File: src/rtl/vector_result_bus_pkg.sv
`default_nettype none
// ============================================================================
//  Module   : vector_result_bus_pkg
//  Brief    : Shared vector-unit types for the result broadcast bus.
//  Revision : 1.0  initial release
// ============================================================================
package vector_result_bus_pkg;

    localparam int VEC_NUM_UNITS = 5;

    typedef enum logic [2:0] {
        VU_ID_MADD    = 3'd0,
        VU_ID_ALU     = 3'd1,
        VU_ID_LDST    = 3'd2,
        VU_ID_REDUCE  = 3'd3,
        VU_ID_PERMUTE = 3'd4
    } Unit_id;

    // One-hot producer encoding; VU_UNDEF is deliberately not the all-zero code.
    typedef enum logic [4:0] {
        VU_MADD    = 5'b00001,
        VU_ALU     = 5'b00010,
        VU_LDST    = 5'b00100,
        VU_REDUCE  = 5'b01000,
        VU_PERMUTE = 5'b10000,
        VU_UNDEF   = 5'b11111
    } Unit;

    typedef logic [3:0] Rs_entry;
    typedef logic [4:0] Vrf_index;

    typedef struct packed {
        Unit_id  unit;
        Rs_entry entry;
    } Rs_ref;

    // The reference field is named rs_ref because "ref" is a reserved word.
    typedef struct packed {
        Rs_ref    rs_ref;
        Vrf_index dest;
        logic     write_dest;
    } Result_tag;

    function automatic Unit_id unit_index_to_id(int i);
        return Unit_id'(i[2:0]);
    endfunction

    function automatic Unit unit_id_to_unit(Unit_id id);
        case (id)
            VU_ID_MADD:    return VU_MADD;
            VU_ID_ALU:     return VU_ALU;
            VU_ID_LDST:    return VU_LDST;
            VU_ID_REDUCE:  return VU_REDUCE;
            VU_ID_PERMUTE: return VU_PERMUTE;
            default:       return VU_UNDEF;
        endcase
    endfunction

endpackage
`default_nettype wire

File: src/rtl/vector_result_bus_arb.sv
`default_nettype none
// ============================================================================
//  Module   : vector_rr_arbiter
//  Brief    : Combinational round-robin arbiter; pointer register is external.
//  Revision : 1.0  initial release
// ============================================================================
module vector_rr_arbiter #(
    parameter int N  = 5,
    parameter int PW = (N > 1) ? $clog2(N) : 1
) (
    input  logic [N-1:0]  req_i,
    input  logic [PW-1:0] ptr_i,
    input  logic          en_i,
    output logic [N-1:0]  grant_o,
    output logic [PW-1:0] gidx_o,
    output logic [PW-1:0] next_ptr_o
);

    logic          found;
    logic [PW-1:0] idx;

    // First requester at or above ptr_i, wrapping modulo N.
    always_comb begin
        found  = 1'b0;
        gidx_o = '0;
        idx    = '0;
        for (int k = 0; k < N; k++) begin
            idx = PW'((int'(ptr_i) + k) % N);
            if (!found && req_i[idx]) begin
                found  = 1'b1;
                gidx_o = idx;
            end
        end
    end

    always_comb begin
        grant_o    = '0;
        next_ptr_o = ptr_i;
        if (en_i && found) begin
            grant_o[gidx_o] = 1'b1;
            next_ptr_o      = (gidx_o == PW'(N - 1)) ? '0 : gidx_o + 1'b1;
        end
    end

endmodule
`default_nettype wire

File: src/rtl/vector_result_bus.sv
`default_nettype none
// ============================================================================
//  Module   : vector_result_bus
//  Brief    : Collects vector-unit completions, broadcasts one wakeup tag per
//             cycle. VECTOR_RESBUS_SKID_EN adds a 1-entry skid per unit.
//  Revision : 1.0  initial release
// ============================================================================
module vector_result_bus
    import vector_result_bus_pkg::*;
#(
    parameter int NUM_UNITS = VEC_NUM_UNITS
) (
    input  logic                      clk,
    input  logic                      reset,
    input  logic [NUM_UNITS-1:0]      unit_valid_i,
    output logic [NUM_UNITS-1:0]      unit_ready_o,
    input  logic [NUM_UNITS-1:0][3:0] unit_entry_i,
    input  logic [NUM_UNITS-1:0][4:0] unit_dest_i,
    input  logic [NUM_UNITS-1:0]      unit_wdest_i,
    input  logic                      bus_stall_i,
    output logic                      bus_valid_o,
    output Result_tag                 bus_tag_o,
    output logic [4:0]                bus_unit_o
);

    localparam int PW = (NUM_UNITS > 1) ? $clog2(NUM_UNITS) : 1;

    logic                      load_en;
    logic [NUM_UNITS-1:0]      req;
    logic [NUM_UNITS-1:0]      grant;
    logic [PW-1:0]             gidx;
    logic [PW-1:0]             rr_ptr_q;
    logic [PW-1:0]             rr_ptr_d;
    logic [NUM_UNITS-1:0][3:0] src_entry;
    logic [NUM_UNITS-1:0][4:0] src_dest;
    logic [NUM_UNITS-1:0]      src_wdest;

    logic                      bus_valid_q;
    Result_tag                 bus_tag_q;
    logic [4:0]                bus_unit_q;

    assign load_en = !bus_valid_q || !bus_stall_i;

`ifdef VECTOR_RESBUS_SKID_EN
    logic [NUM_UNITS-1:0]      skid_valid_q;
    logic [NUM_UNITS-1:0]      skid_valid_d;
    logic [NUM_UNITS-1:0][3:0] skid_entry_q;
    logic [NUM_UNITS-1:0][4:0] skid_dest_q;
    logic [NUM_UNITS-1:0]      skid_wdest_q;
    logic                      ready_en_q;

    // ready_en_q keeps ready a pure register function while still low in reset.
    assign unit_ready_o = ~skid_valid_q & {NUM_UNITS{ready_en_q}};
    assign req          = skid_valid_q;
    assign src_entry    = skid_entry_q;
    assign src_dest     = skid_dest_q;
    assign src_wdest    = skid_wdest_q;

    always_comb begin
        skid_valid_d = (skid_valid_q & ~grant) | (unit_valid_i & unit_ready_o);
    end

    always_ff @(posedge clk or posedge reset) begin
        if (reset) begin
            skid_valid_q <= '0;
            skid_entry_q <= '0;
            skid_dest_q  <= '0;
            skid_wdest_q <= '0;
            ready_en_q   <= 1'b0;
        end else begin
            skid_valid_q <= skid_valid_d;
            ready_en_q   <= 1'b1;
            for (int i = 0; i < NUM_UNITS; i++) begin
                if (unit_valid_i[i] && unit_ready_o[i]) begin
                    skid_entry_q[i] <= unit_entry_i[i];
                    skid_dest_q[i]  <= unit_dest_i[i];
                    skid_wdest_q[i] <= unit_wdest_i[i];
                end
            end
        end
    end
`else
    assign req          = unit_valid_i;
    assign unit_ready_o = grant & {NUM_UNITS{!reset}};
    assign src_entry    = unit_entry_i;
    assign src_dest     = unit_dest_i;
    assign src_wdest    = unit_wdest_i;
`endif

    vector_rr_arbiter #(
        .N  (NUM_UNITS),
        .PW (PW)
    ) u_arb (
        .req_i      (req),
        .ptr_i      (rr_ptr_q),
        .en_i       (load_en),
        .grant_o    (grant),
        .gidx_o     (gidx),
        .next_ptr_o (rr_ptr_d)
    );

    // Tag fields are left untouched when the bus goes idle.
    always_ff @(posedge clk or posedge reset) begin
        if (reset) begin
            bus_valid_q <= 1'b0;
            bus_tag_q   <= '0;
            bus_unit_q  <= '0;
            rr_ptr_q    <= '0;
        end else begin
            rr_ptr_q <= rr_ptr_d;
            if (load_en) begin
                bus_valid_q <= |req;
                if (|req) begin
                    bus_tag_q.rs_ref.unit  <= unit_index_to_id(int'(gidx));
                    bus_tag_q.rs_ref.entry <= src_entry[gidx];
                    bus_tag_q.dest         <= src_dest[gidx];
                    bus_tag_q.write_dest   <= src_wdest[gidx];
                    bus_unit_q             <= unit_id_to_unit(unit_index_to_id(int'(gidx)));
                end
            end
        end
    end

    assign bus_valid_o = bus_valid_q;
    assign bus_tag_o   = bus_tag_q;
    assign bus_unit_o  = bus_unit_q;

endmodule
`default_nettype wire

File: config.mk
export PLATFORM = sky130hd
export DESIGN_NAME = vector_result_bus
export DESIGN_NICKNAME = d
export VERILOG_FILES = /design/src/rtl/vector_result_bus_pkg.sv /design/src/rtl/vector_result_bus_arb.sv /design/src/rtl/vector_result_bus.sv
export SDC_FILE = /design/constraint.sdc
export NUM_CORES = 1
export LEC_CHECK = 0
export BUFFER_PORTS_ARGS = -buffer_cell sky130_fd_sc_hd__buf_2
export CORE_MARGIN = 3
export CORE_UTILIZATION = 51
export DETAILED_ROUTE_END_ITERATION = 16
export PLACE_DENSITY = 0.87
export SYNTH_ARGS = -nofsm -noshare
export SYNTH_HDL_FRONTEND = slang
export SYNTH_SLANG_ARGS = --single-unit
export TNS_END_PERCENT = 20
File: constraint.sdc
create_clock -name clk -period 13.6 [get_ports clk]
set_input_delay 0 -clock clk [delete_from_list [all_inputs] [get_ports clk]]
set_output_delay 0 -clock clk [all_outputs]
set_load 0.01 [all_outputs]
=== Word level (Yosys, flattened, before mapping) ===
Index checks and enable logic that the tools add are counted.

* Bits in registers: 22
* Input bits: 58
* Memories kept: 0
* Bits in writable memories: 0
* Logic and storage cells: 77
* ROM bits: 0
* Bits in latches: 0

* Magnitude comparators: 7
* Add/sub/neg operators: 5
* Bitwise gates (word level): 1
* Muxes and demuxes: 31
* Shifts and indexed selects: 0
* Div/mod/pow operators: 5
* Reductions and logical operators: 17
* Equality and inequality tests: 4
* Multiply operators: 0

{| class="wikitable"
|+ Operator list
! kind !! number
|-
| $mod A32 B4 Y32 const B || 4
|-
| $mod A4 B4 Y32 const B || 1
|-
| $pmux W5 S5 || 1
|-
| $lt A3 B4 Y1 const B || 6
|-
| $bmux W1 S3 || 6
|-
| $mux W3 || 6
|-
| $bmux W5 S3 || 1
|-
| $bmux W4 S3 || 1
|-
| $mux W1 || 12
|-
| $mux W5 || 2
|-
| $add A3 B2 Y4 const B || 2
|-
| $logic_not A1 Y1 || 7
|-
| $eq A3 B2 Y1 const B || 2
|-
| $logic_and A1 B1 Y1 || 6
|-
| $and A5 B5 Y5 || 1
|-
| $reduce_or A5 Y1 || 1
|-
| $add A3 B1 Y4 const B || 1
|-
| $add A3 B3 Y4 const B || 1
|-
| $mux W4 || 1
|-
| $add A3 B1 Y3 const B || 1
|-
| $demux W1 S3 || 1
|-
| $eq A3 B1 Y1 const B || 1
|-
| $eq A3 B3 Y1 const B || 1
|-
| $ge A3 B1 Y1 const B || 1
|-
| other kinds (3) || 3
|}

=== Logic depth before layout (Yosys ltp) ===
Gate-level depths: netlist of the first run.

* Depth after elaboration: 22
* Depth in mapped cells: 26
* Gate-level depth less buffers: 23

=== Modules after synthesis ===
From an unflattened synthesis of the first run, not the netlist that was laid out.

* Cell total of the unflattened synthesis: 367
* Area, all modules: 3,149.3 um^2

{| class="wikitable"
|+ Modules (own cells, without submodules)
! module !! cells an instance !! area an instance (um^2) !! instances
|-
| vector_rr_arbiter || 234 || 1,773.0 || 1
|-
| vector_result_bus || 133 || 1,376.3 || 1
|}

=== Worst setup path before layout of the first run ===
No wires, ideal clock.

* Kind: register to register
* From: reg rr_ptr_q[0]
* To: reg bus_unit_q[3] (netlist: bus_unit_o[3])
* Cell stages (with the launch flop): 26
* Library setup time: 0.125 ns
* Setup slack: 8.546 ns
* Arrival time: 4.929 ns
* Required time: 13.475 ns
* Cells stage by stage: dfrtp_1 -> buf_2 -> clkinv_1 -> ha_1 -> inv_1 -> ha_1 -> clkbuf_2 -> inv_1 -> ha_1 -> inv_1 -> ha_1 -> nand2b_1 -> a21oi_1 -> o32ai_1 -> a2111o_1 -> nand3_1 -> a21o_1 -> nand2_1 -> o32ai_2 -> inv_1 -> buf_2 -> ha_1 -> ha_1 -> inv_1 -> o21ai_0 -> mux2_2

* Word-level cells in the longest chain between the ends: 18

{| class="wikitable"
|+ RTL lines
! element !! RTL line !! text
|-
| start, declared || vector_result_bus.sv:32 || <nowiki>logic [PW-1:0] rr_ptr_q;</nowiki>
|-
| start signal, assigned || vector_result_bus.sv:110 || <nowiki>rr_ptr_q <= rr_ptr_d;</nowiki>
|-
| branches (longest 15 deep; another with $mod A32 B4 Y32) || - ||
|-
| $mux W3 (*) || vector_result_bus_arb.sv:29 || <nowiki>if (!found && req_i[idx]) begin</nowiki>
|-
| named net gidx[1] || vector_result_bus.sv:31 || <nowiki>logic [PW-1:0] gidx;</nowiki>
|-
| $eq A3 B3 Y1 (tied with other cells) || vector_result_bus_pkg.sv:49 || <nowiki>case (id)</nowiki>
|-
| $pmux W5 S5 (*) || vector_result_bus_pkg.sv:49 ||
|-
| end signal, assigned || vector_result_bus.sv:118 || <nowiki>bus_unit_q <= unit_id_to_unit(unit_index_to_id(int'(gidx)));</nowiki>
|-
| end, declared || vector_result_bus.sv:40 || <nowiki>logic [4:0] bus_unit_q;</nowiki>
|}

Mark *: on every way through the listed nets, which the timed path passes. The select of a mux whose other input is x is not followed.
A chain may end at the register's enable or synchronous reset.

=== Final worst setup path of the first run ===
* From: reg rr_ptr_q[1]
* To: reg bus_unit_q[3] (netlist: bus_unit_o[3])

* Word-level cells in the longest chain between the ends: 18

{| class="wikitable"
|+ RTL lines
! element !! RTL line
|-
| branches (longest 15 deep; another with $mod A32 B4 Y32) || -
|-
| $mux W3 (*) || vector_result_bus_arb.sv:29
|-
| $eq A3 B3 Y1 (tied with other cells) || vector_result_bus_pkg.sv:49
|-
| $pmux W5 S5 (*) || vector_result_bus_pkg.sv:49
|}

Every way passes the cells marked *. The select of a mux whose other input is x is not followed.

==> results of run 1 <==
## worst min-delay path by stage
stage / from / to
2_1_floorplan: reset / bus_tag_o[0]
3_3_place_gp: reset / bus_tag_o[10]
3_5_place_dp: reset / bus_tag_o[10]
4_1_cts: bus_stall_i / bus_valid_o
5_1_grt: bus_stall_i / bus_valid_o
6_report: bus_stall_i / bus_valid_o
## final cells by class
class,instances,area share [%]
Clock buffer,3,1.17
Inverter,22,2.34
Multi-Input combinational cell,323,66.0
Sequential cell,22,15.6
Tap cell,72,2.55
Timing Repair Buffer,85,12.4
## metal layers
| layer | up-vias | GRT usage [%] | wire length, um |
|---|---|---|---|
| li1 | 1591 | - | - |
| met1 | 1566 | 30.6 | 3810 |
| met2 | 135 | 41.1 | 4350 |
| met3 | 21 | 3.24 | 535 |
| met4 | 0 | 6.47 | 182 |
| met5 | - | 0 | 0 |
## stage by stage
step / instances / setup WS (ns)
6_report: 527 / 7.00
5_1_grt: 527 / 6.56
4_1_cts: 527 / 7.16
3_5_place_dp: 523 / 7.18
3_3_place_gp: 523 / 7.52
2_1_floorplan: 395 / 8.55
## state kept, by name, indices dropped and copies added (netlist names)
signal and cells:
bus_tag_o 13, bus_unit_o 5, rr_ptr_q 3, bus_valid_o 1
## cell usage in the layout (no fill, tap or decap), types with 6 or more instances in the layout
cell       n
nor3_1    21
mux2_2     7
nor2_1    33
o21ai_0   18
mux2i_1   30
a21oi_1   20
buf_2     81
nand3_1    9
nand2_1   22
inv_1     19
o21ai_1    6
dfrtp_1   22
a21o_1    16
ha_1      20
o22ai_1    6
o32a_1    10
nand2b_1  11
and3_1    10
## Yosys cell counts, drive strengths merged (6+ instances only)
library cell | number | area share [%]
mux2 | 7 | 2.5
inv | 20 | 2.4
buf | 19 | 4.2
o22ai | 6 | 1.2
ha | 20 | 8.0
nand2 | 23 | 2.8
dfrtp | 22 | 18
and3 | 10 | 2.0
o32a | 10 | 3.2
nor2 | 33 | 4.0
mux2i | 30 | 9.6
a21oi | 22 | 4.0
clkbuf | 9 | 1.1
o21ai | 24 | 3.8
nor3 | 22 | 3.7
nand2b | 11 | 2.2
a21o | 17 | 4.3
nand3 | 10 | 1.8
## logic make-up after synthesis
family / after synthesis / synth area share, %
AOI/OAI and AO/OA: 127 / 29.6
DFF: 22 / 17.6
muxes: 38 / 12.8
xor gates and xnor gates: 6 / 1.92
and+or+nand+nor: 132 / 22.2
buffers and inverters: 50 / 7.91
adders and majority gates: 20 / 7.99
## timing repair
action / CTS / global route
gates resized for setup: 0 / 0
setup buffers: 0 / 0
hold buffers: 1 / 0
hold endpoints to repair: 22 / 0
## critical path, stage by stage, from the launching register on
cell       delay, ns
dfrtp_1         0.64
inv_1           0.21
ha_1            0.74
clkinv_1        0.45
ha_1            0.38
nor3_2          0.29
o21ai_1         0.23
a2111oi_0       0.48
o211ai_1        0.13
o21ai_0         0.19
a21o_1          0.26
nand2_1         0.11
o32ai_2         0.86
inv_1           0.50
ha_1            0.36
ha_1            0.21
inv_1           0.07
o21ai_0         0.08
mux2_2          0.26
==> results.toml, run 1 <==
[cells_and_area]
antenna_cells = 0
fillers = 500
area_delta_synth_final_pct = 12.9
post-route-util_pct = 61.9
fin_nets = 535
multi_input_area_mm2 = 0.00233
drive_gt1_share_pct = 24.0
fin_area_mm2 = 0.00353
ff_latch_area_um2 = 551

[clocking]
cts-root-buf = "clkbuf_8"
clkSinkCount = 22
h-tree-depth = 1
cts_made_buffers = 3
cts_buffer_depth = 2
clkLatencyLatePin_ns = 0.27
cts_tree = "done"
cts.clk_slew.worst_paths_ns = 0.08

[synthesis]
netlist_instances = 395
synth_cell_types = 71
synth_edf_count = 0
yosysWarnings = 0
synth-seq-cells = 22
async_flop_share_pct = 100
syn_nets = 473
ys.flop_type = "dfrtp_1"
ys_seq_area_share_pct = 17.6
syn_avg_cell_area_um2 = 7.93
syn_area_mm2 = 0.00313

[grt]
grt_max_degree = 36
grt_pass1_wl_um = 14400
overflow = 0
first_global_vias = 3152
antenna_found_initial = 0
grt_usage_pct = 23.6

[run]
max_cap_violations = 0

[floorplanning]
die_w_um = 84.3
start_util_pct = 54.8
die_h_um = 84.3
row_count = 27
dieArea_mm2 = 0.00711
core-area_mm2 = 0.00571
ioPinCount = 82

[sta]
relSlewSlack_pct = 34.7
fin_skew_ns = 0.00582
rsz0062_at_grt = "no"
timing_worst_slew_pin_value_ns = 0.980
slew_viol_final = 0
tns_ns = 0
min_period_over_period_pct = 48.5
hold_viol_final = 0
finalSetupViolCount = 0
max_freq_ghz = 0.152
hold_ws_ns = 0.0198
min_period_ns = 6.60

[detailed_routing]
num_vias = 3313
route.detailed.drc = 0
dr.first_iter.drc_count = 311
postRouteAntennaNets = 0
detail_route.first_pass.iterations = 5
wl_um = 8880
wl_per_cell_um = 16.8
vias_per_cell = 6.29

[worst_setup_path]
start_kind = "flop"
reg2reg_depth = 18
crit_path_end = "bus_unit_o[3]"
path_max_fanout = 18
worst_setup_path_end_kind = "flop"
critPathRequiredTime_ns = 13.76
r2r_slack_ns = 7.00
cp.arrival_ns = 6.75
r2r-start = "rr_ptr_q[1]"
worstSetupPathType = "reg2reg"
r2r_end = "bus_unit_o[3]"
crit_start = "rr_ptr_q[1]"

[status]
outcome = "complete, no violations"

[min_path]
hold_path.class = "in2reg"
holdPathStages = 3

[placed_design]
gp_congestion = 0.901
port_buffers = 81
place_area_mm2 = 0.00348
dp_hpwl_um = 6620
Power of run 1 is not shown: default switching activity piles up to over one toggle a cycle in this logic, so the estimate is an artifact.
==> inputs of run 2 (changes only) <==
Clock period 13.6 ns to 6.3 ns, I/O delays scaled along.
==> run 2 against run 1 <==
Against the previous run:
- via count up 0.97%
- clock skew is 0.00078 ns lower
- die area is the same
- sequential share of layout area shrank 0.23 points
- hold slack gained 0.0013 ns
- largest cell class unchanged
- global-route usage up 0.13 points
- setup slack worse by 6.5 ns
- highest routed layer unchanged
- critical path type unchanged
- critical path depth is 4 higher
==> results.toml, run 2 (same netlist as run 1, synthesis figures left out) <==
[grt]
grt_max_degree = 36
grt_pass1_wl_um = 14600
first_global_vias = 3190
grt_usage_pct = 23.7
antenna_found_initial = 0
overflow = 0

[detailed_routing]
vias_per_cell = 6.30
postRouteAntennaNets = 0
wl_per_cell_um = 16.8
route.detailed.drc = 0
num_vias = 3345
detail_route.first_pass.iterations = 5
wl_um = 8900
dr.first_iter.drc_count = 306

[clocking]
cts_tree = "done"
cts_setup_buffers = 0
clkSinkCount = 22
cts-root-buf = "clkbuf_8"
cts.clk_slew.worst_paths_ns = 0.09
cts_made_buffers = 3
cts_buffer_depth = 2
h-tree-depth = 1
clkLatencyLatePin_ns = 0.27

[cells_and_area]
fillers = 464
post-route-util_pct = 62.8
largest_register_ffs = 13
antenna_cells = 0
area_delta_synth_final_pct = 14.6
drive_gt1_share_pct = 24.6
final_cell_mix = "buf_2 (81), nor2_1 (33), mux2i_1 (30)"
final_common_cell = "buf_2"
fin_nets = 538

[floorplanning]
row_count = 27
start_util_pct = 54.8
die_w_um = 84.3
dieArea_mm2 = 0.00711
ioPinCount = 82
die_h_um = 84.3
core-area_mm2 = 0.00571

[worst_setup_path]
critPathRequiredTime_ns = 6.46
cp_cell_sequence = "inv_1, ha_1, inv_1, ha_1, inv_1, ha_1, inv_1, ha_1, nand2b_1, a21oi_1, o32ai_1, a2111o_1, nand3_1, a211oi_1, a311oi_1, o31a_1, inv_1, ha_1, ha_1, inv_1, o21ai_0, mux2_2"
cpPeakStageDelay_ns = 0.63
start_kind = "flop"
worstSetupPathType = "reg2reg"
cp_slowest_cell = "o31a_1"
r2r_slack_ns = 0.47
path_delay_family = "compound AO/OA/AOI/OAI gates"
cp.arrival_ns = 5.99
cp_num_buf_inv = 6
path_max_fanout = 15
worst_setup_path_end_kind = "flop"

[sta]
worst_slack_ns = 0.469
min_period_ns = 5.83
fin_skew_ns = 0.00504
timing_worst_slew_pin_value_ns = 0.946
rsz0062_at_grt = "no"
tns_ns = 0
slew_viol_final = 0
relSlewSlack_pct = 36.9
max_freq_ghz = 0.171
min_period_over_period_pct = 92.6
finalSetupViolCount = 0
hold_viol_final = 0
hold_ws_ns = 0.0211

[placed_design]
dp_hpwl_um = 6550
gp_congestion = 0.931
port_buffers = 81
dpl_worst_slack_ns = 0.587

[min_path]
hold_path.class = "in2reg"

[run]
max_cap_violations = 0

[status]
outcome = "complete, no violations"
run 2: final timing paths:
check,to,start,depth (start not counted)
max,bus_unit_o[3],rr_ptr_q[1],22
min,bus_valid_o,bus_stall_i,3
max reg2reg,bus_unit_o[3],rr_ptr_q[1],22
min reg2reg,bus_tag_o[11],bus_tag_o[11],1
max in group asynchronous,bus_tag_o[1],reset,3
min in group asynchronous,bus_tag_o[6],reset,3
run 2: routing by layer:
layer	vias up	share of wire [%]	wire length, um	track usage (%)
met5	-	0	0	0
met4	0	1.6	144	5.76
met3	24	7.9	702	2.75
met2	200	48	4260	41.2
met1	1525	43	3800	31.5
li1	1596	-	-	-
run 2: per-stage QoR:
step | instances | instance area [um^2]
2_1_floorplan | 395 | 3130
3_3_place_gp | 526 | 3510
3_5_place_dp | 526 | 3510
4_1_cts | 531 | 3590
5_1_grt | 531 | 3590
6_report | 531 | 3590
run 2: worst min-delay path, delay by kind of cell:
| family | cells | cell delay [ns] |
|---|---|---|
| buf+inv | 1 | 0.09 |
| simple gates | 2 | 0.17 |
run 2: final cells by class:
cell class	instances	area [um^2]	area share (%)
inverters	22	82.6	2.30
clock inverters	1	30.0	0.837
well taps	72	90.1	2.51
clock buffers	3	41.3	1.15
multi-input cells	323	2330	65.0
flip-flops and latches	22	551	15.3
repair buffers	88	460	12.8
run 2: what timing repair did:
action	4_1_cts	5_1_grt
resized for setup	0	0
endpoints found under the hold margin	22	0
hold buffers	1	0
Power of run 2 is left out for the same reason.
==> inputs of run 3 (changes only) <==
Settings changed: CORE_UTILIZATION 51 to 49.
Clock period 6.3 ns to 5.15 ns, I/O delays scaled along.
==> run 3 against run 2 <==
Against the previous run:
- die area grew 3.8%
- via count grew 1.9%
- sequential cell count is the same
- highest routed layer unchanged
==> results.toml, run 3 (same netlist as run 1, synthesis figures left out) <==
[status]
outcome = "complete, no violations"

[cells_and_area]
final_cell_mix = "buf_2 (81), nor2_1 (33), mux2i_1 (30)"
fin_nets = 547
antenna_cells = 0
final_common_cell = "buf_2"
fillers = 528
largest_register_ffs = 13
drive_gt1_share_pct = 27.8
final_cells = 543
area_delta_synth_final_pct = 17.7

[floorplanning]
die_h_um = 85.9
row_count = 28
die_w_um = 85.9
core-area_mm2 = 0.00606
ioPinCount = 82
start_util_pct = 51.7
dieArea_mm2 = 0.00738

[clocking]
cts-root-buf = "clkbuf_8"
h-tree-depth = 1
cts_tree = "done"
cts_made_buffers = 3
cts_buffer_depth = 2
cts.clk_slew.worst_paths_ns = 0.08
clkLatencyLatePin_ns = 0.26
clkSinkCount = 22

[sta]
slew_viol_final = 0
min_period_over_period_pct = 93.3
hold_viol_final = 0
timing_worst_slew_pin_value_ns = 0.860
min_period_ns = 4.81
finalSetupViolCount = 0
hold_ws_ns = 0.0341
fin_skew_ns = 0.00139
relSlewSlack_pct = 42.6
max_freq_ghz = 0.208

[grt]
first_global_vias = 3236
antenna_found_initial = 0
overflow = 0
grt_max_degree = 34
grt_pass1_wl_um = 15200
grt_usage_pct = 24.4

[worst_setup_path]
start_kind = "flop"
reg2reg_depth = 23
crit_start = "rr_ptr_q[1]"
path_max_fanout = 15
cp.arrival_ns = 4.96
critPathRequiredTime_ns = 5.30
crit_path_end = "bus_unit_o[3]"
r2r_end = "bus_unit_o[3]"
worst_setup_path_end_kind = "flop"
worstSetupPathType = "reg2reg"
r2r-start = "rr_ptr_q[1]"
r2r_slack_ns = 0.34

[placed_design]
gp_congestion = 0.914
dp_hpwl_um = 6830
dpl.cell_count = 537
port_buffers = 81

[detailed_routing]
dr.first_iter.drc_count = 317
wl_um = 9030
route.detailed.drc = 0
num_vias = 3410
detail_route.first_pass.iterations = 6
vias_per_cell = 6.28
postRouteAntennaNets = 0
wl_per_cell_um = 16.6

[min_path]
hold_path.class = "in2reg"

[run]
max_cap_violations = 0
==> run 3: cell types whose count changed in the layout (fill, tap and decap cells not counted), sizes merged <==
| cell | delta |
|---|---|
| bufinv | -1 |
| buf | +9 |
| clkinv | -1 |
| clkbuf | +1 |
| clkinvlp | +1 |
==> run 3: metal layers <==
metal | up-vias | part of all wire (%) | global-route usage [%]
met5 | - | 0 | 0
met1 | 1596 | 41 | 32.5
met4 | 0 | 1.8 | 7.19
met3 | 22 | 7.7 | 2.88
li1 | 1618 | - | -
met2 | 174 | 49 | 41.4
==> run 3: metrics by stage <==
stage               worst slack (ns)  TNS (ns)  area, um^2  utilization [%]
finish                         0.343         0        3680             60.8
global route                 -0.0211   -0.0211        3680             60.8
CTS                          0.00964         0        3630             60.0
detailed placement            0.0309         0        3570             58.9
global placement               0.324         0        3570             58.9
floorplan                     0.0959         0        3130                -
==> run 3: worst max-delay path, cell delays in order, from the launching register on <==
cell	delay [ns]
dfrtp_2	0.47
inv_2	0.13
ha_2	0.23
inv_1	0.08
ha_1	0.30
inv_2	0.10
ha_1	0.15
inv_1	0.04
ha_1	0.26
nand2b_1	0.21
a21oi_4	0.22
o32ai_2	0.15
a2111o_1	0.42
nand3_1	0.13
a21o_1	0.21
nand2_1	0.12
o32ai_2	0.30
inv_1	0.06
buf_4	0.19
ha_1	0.22
ha_1	0.23
inv_1	0.09
o21ai_0	0.09
mux2_2	0.27
==> run 3: worst min path at each step <==
stage / start / to / slack (ns) / cells past startpoint
floorplan: reset / bus_tag_o[0] / -0.01 / 1
global placement: reset / bus_unit_o[1] / 0.22 / 2
detailed placement: reset / bus_unit_o[1] / 0.23 / 2
CTS: bus_stall_i / bus_valid_o / 0.03 / 3
global route: bus_stall_i / bus_valid_o / 0.04 / 3
finish: bus_stall_i / bus_valid_o / 0.03 / 3
==> run 3: cell type report <==
| type | count | area, um^2 | area share, % |
|---|---|---|---|
| Clock buffer | 4 | 55.1 | 1.49 |
| Inverter | 22 | 86.3 | 2.34 |
| Multi-Input combinational cell | 323 | 2360 | 64.2 |
| Sequential cell | 22 | 552 | 15.0 |
| Tap cell | 75 | 93.8 | 2.55 |
| Timing Repair Buffer | 97 | 532 | 14.4 |
==> run 3: what timing repair did <==
action                     CTS  global route
hold buffers                 1             0
hold endpoints to repair    22             0
setup endpoints to repair    0            21
buffers inserted             0             1
resized for setup            0            12
Power of run 3 is left out for the same reason.
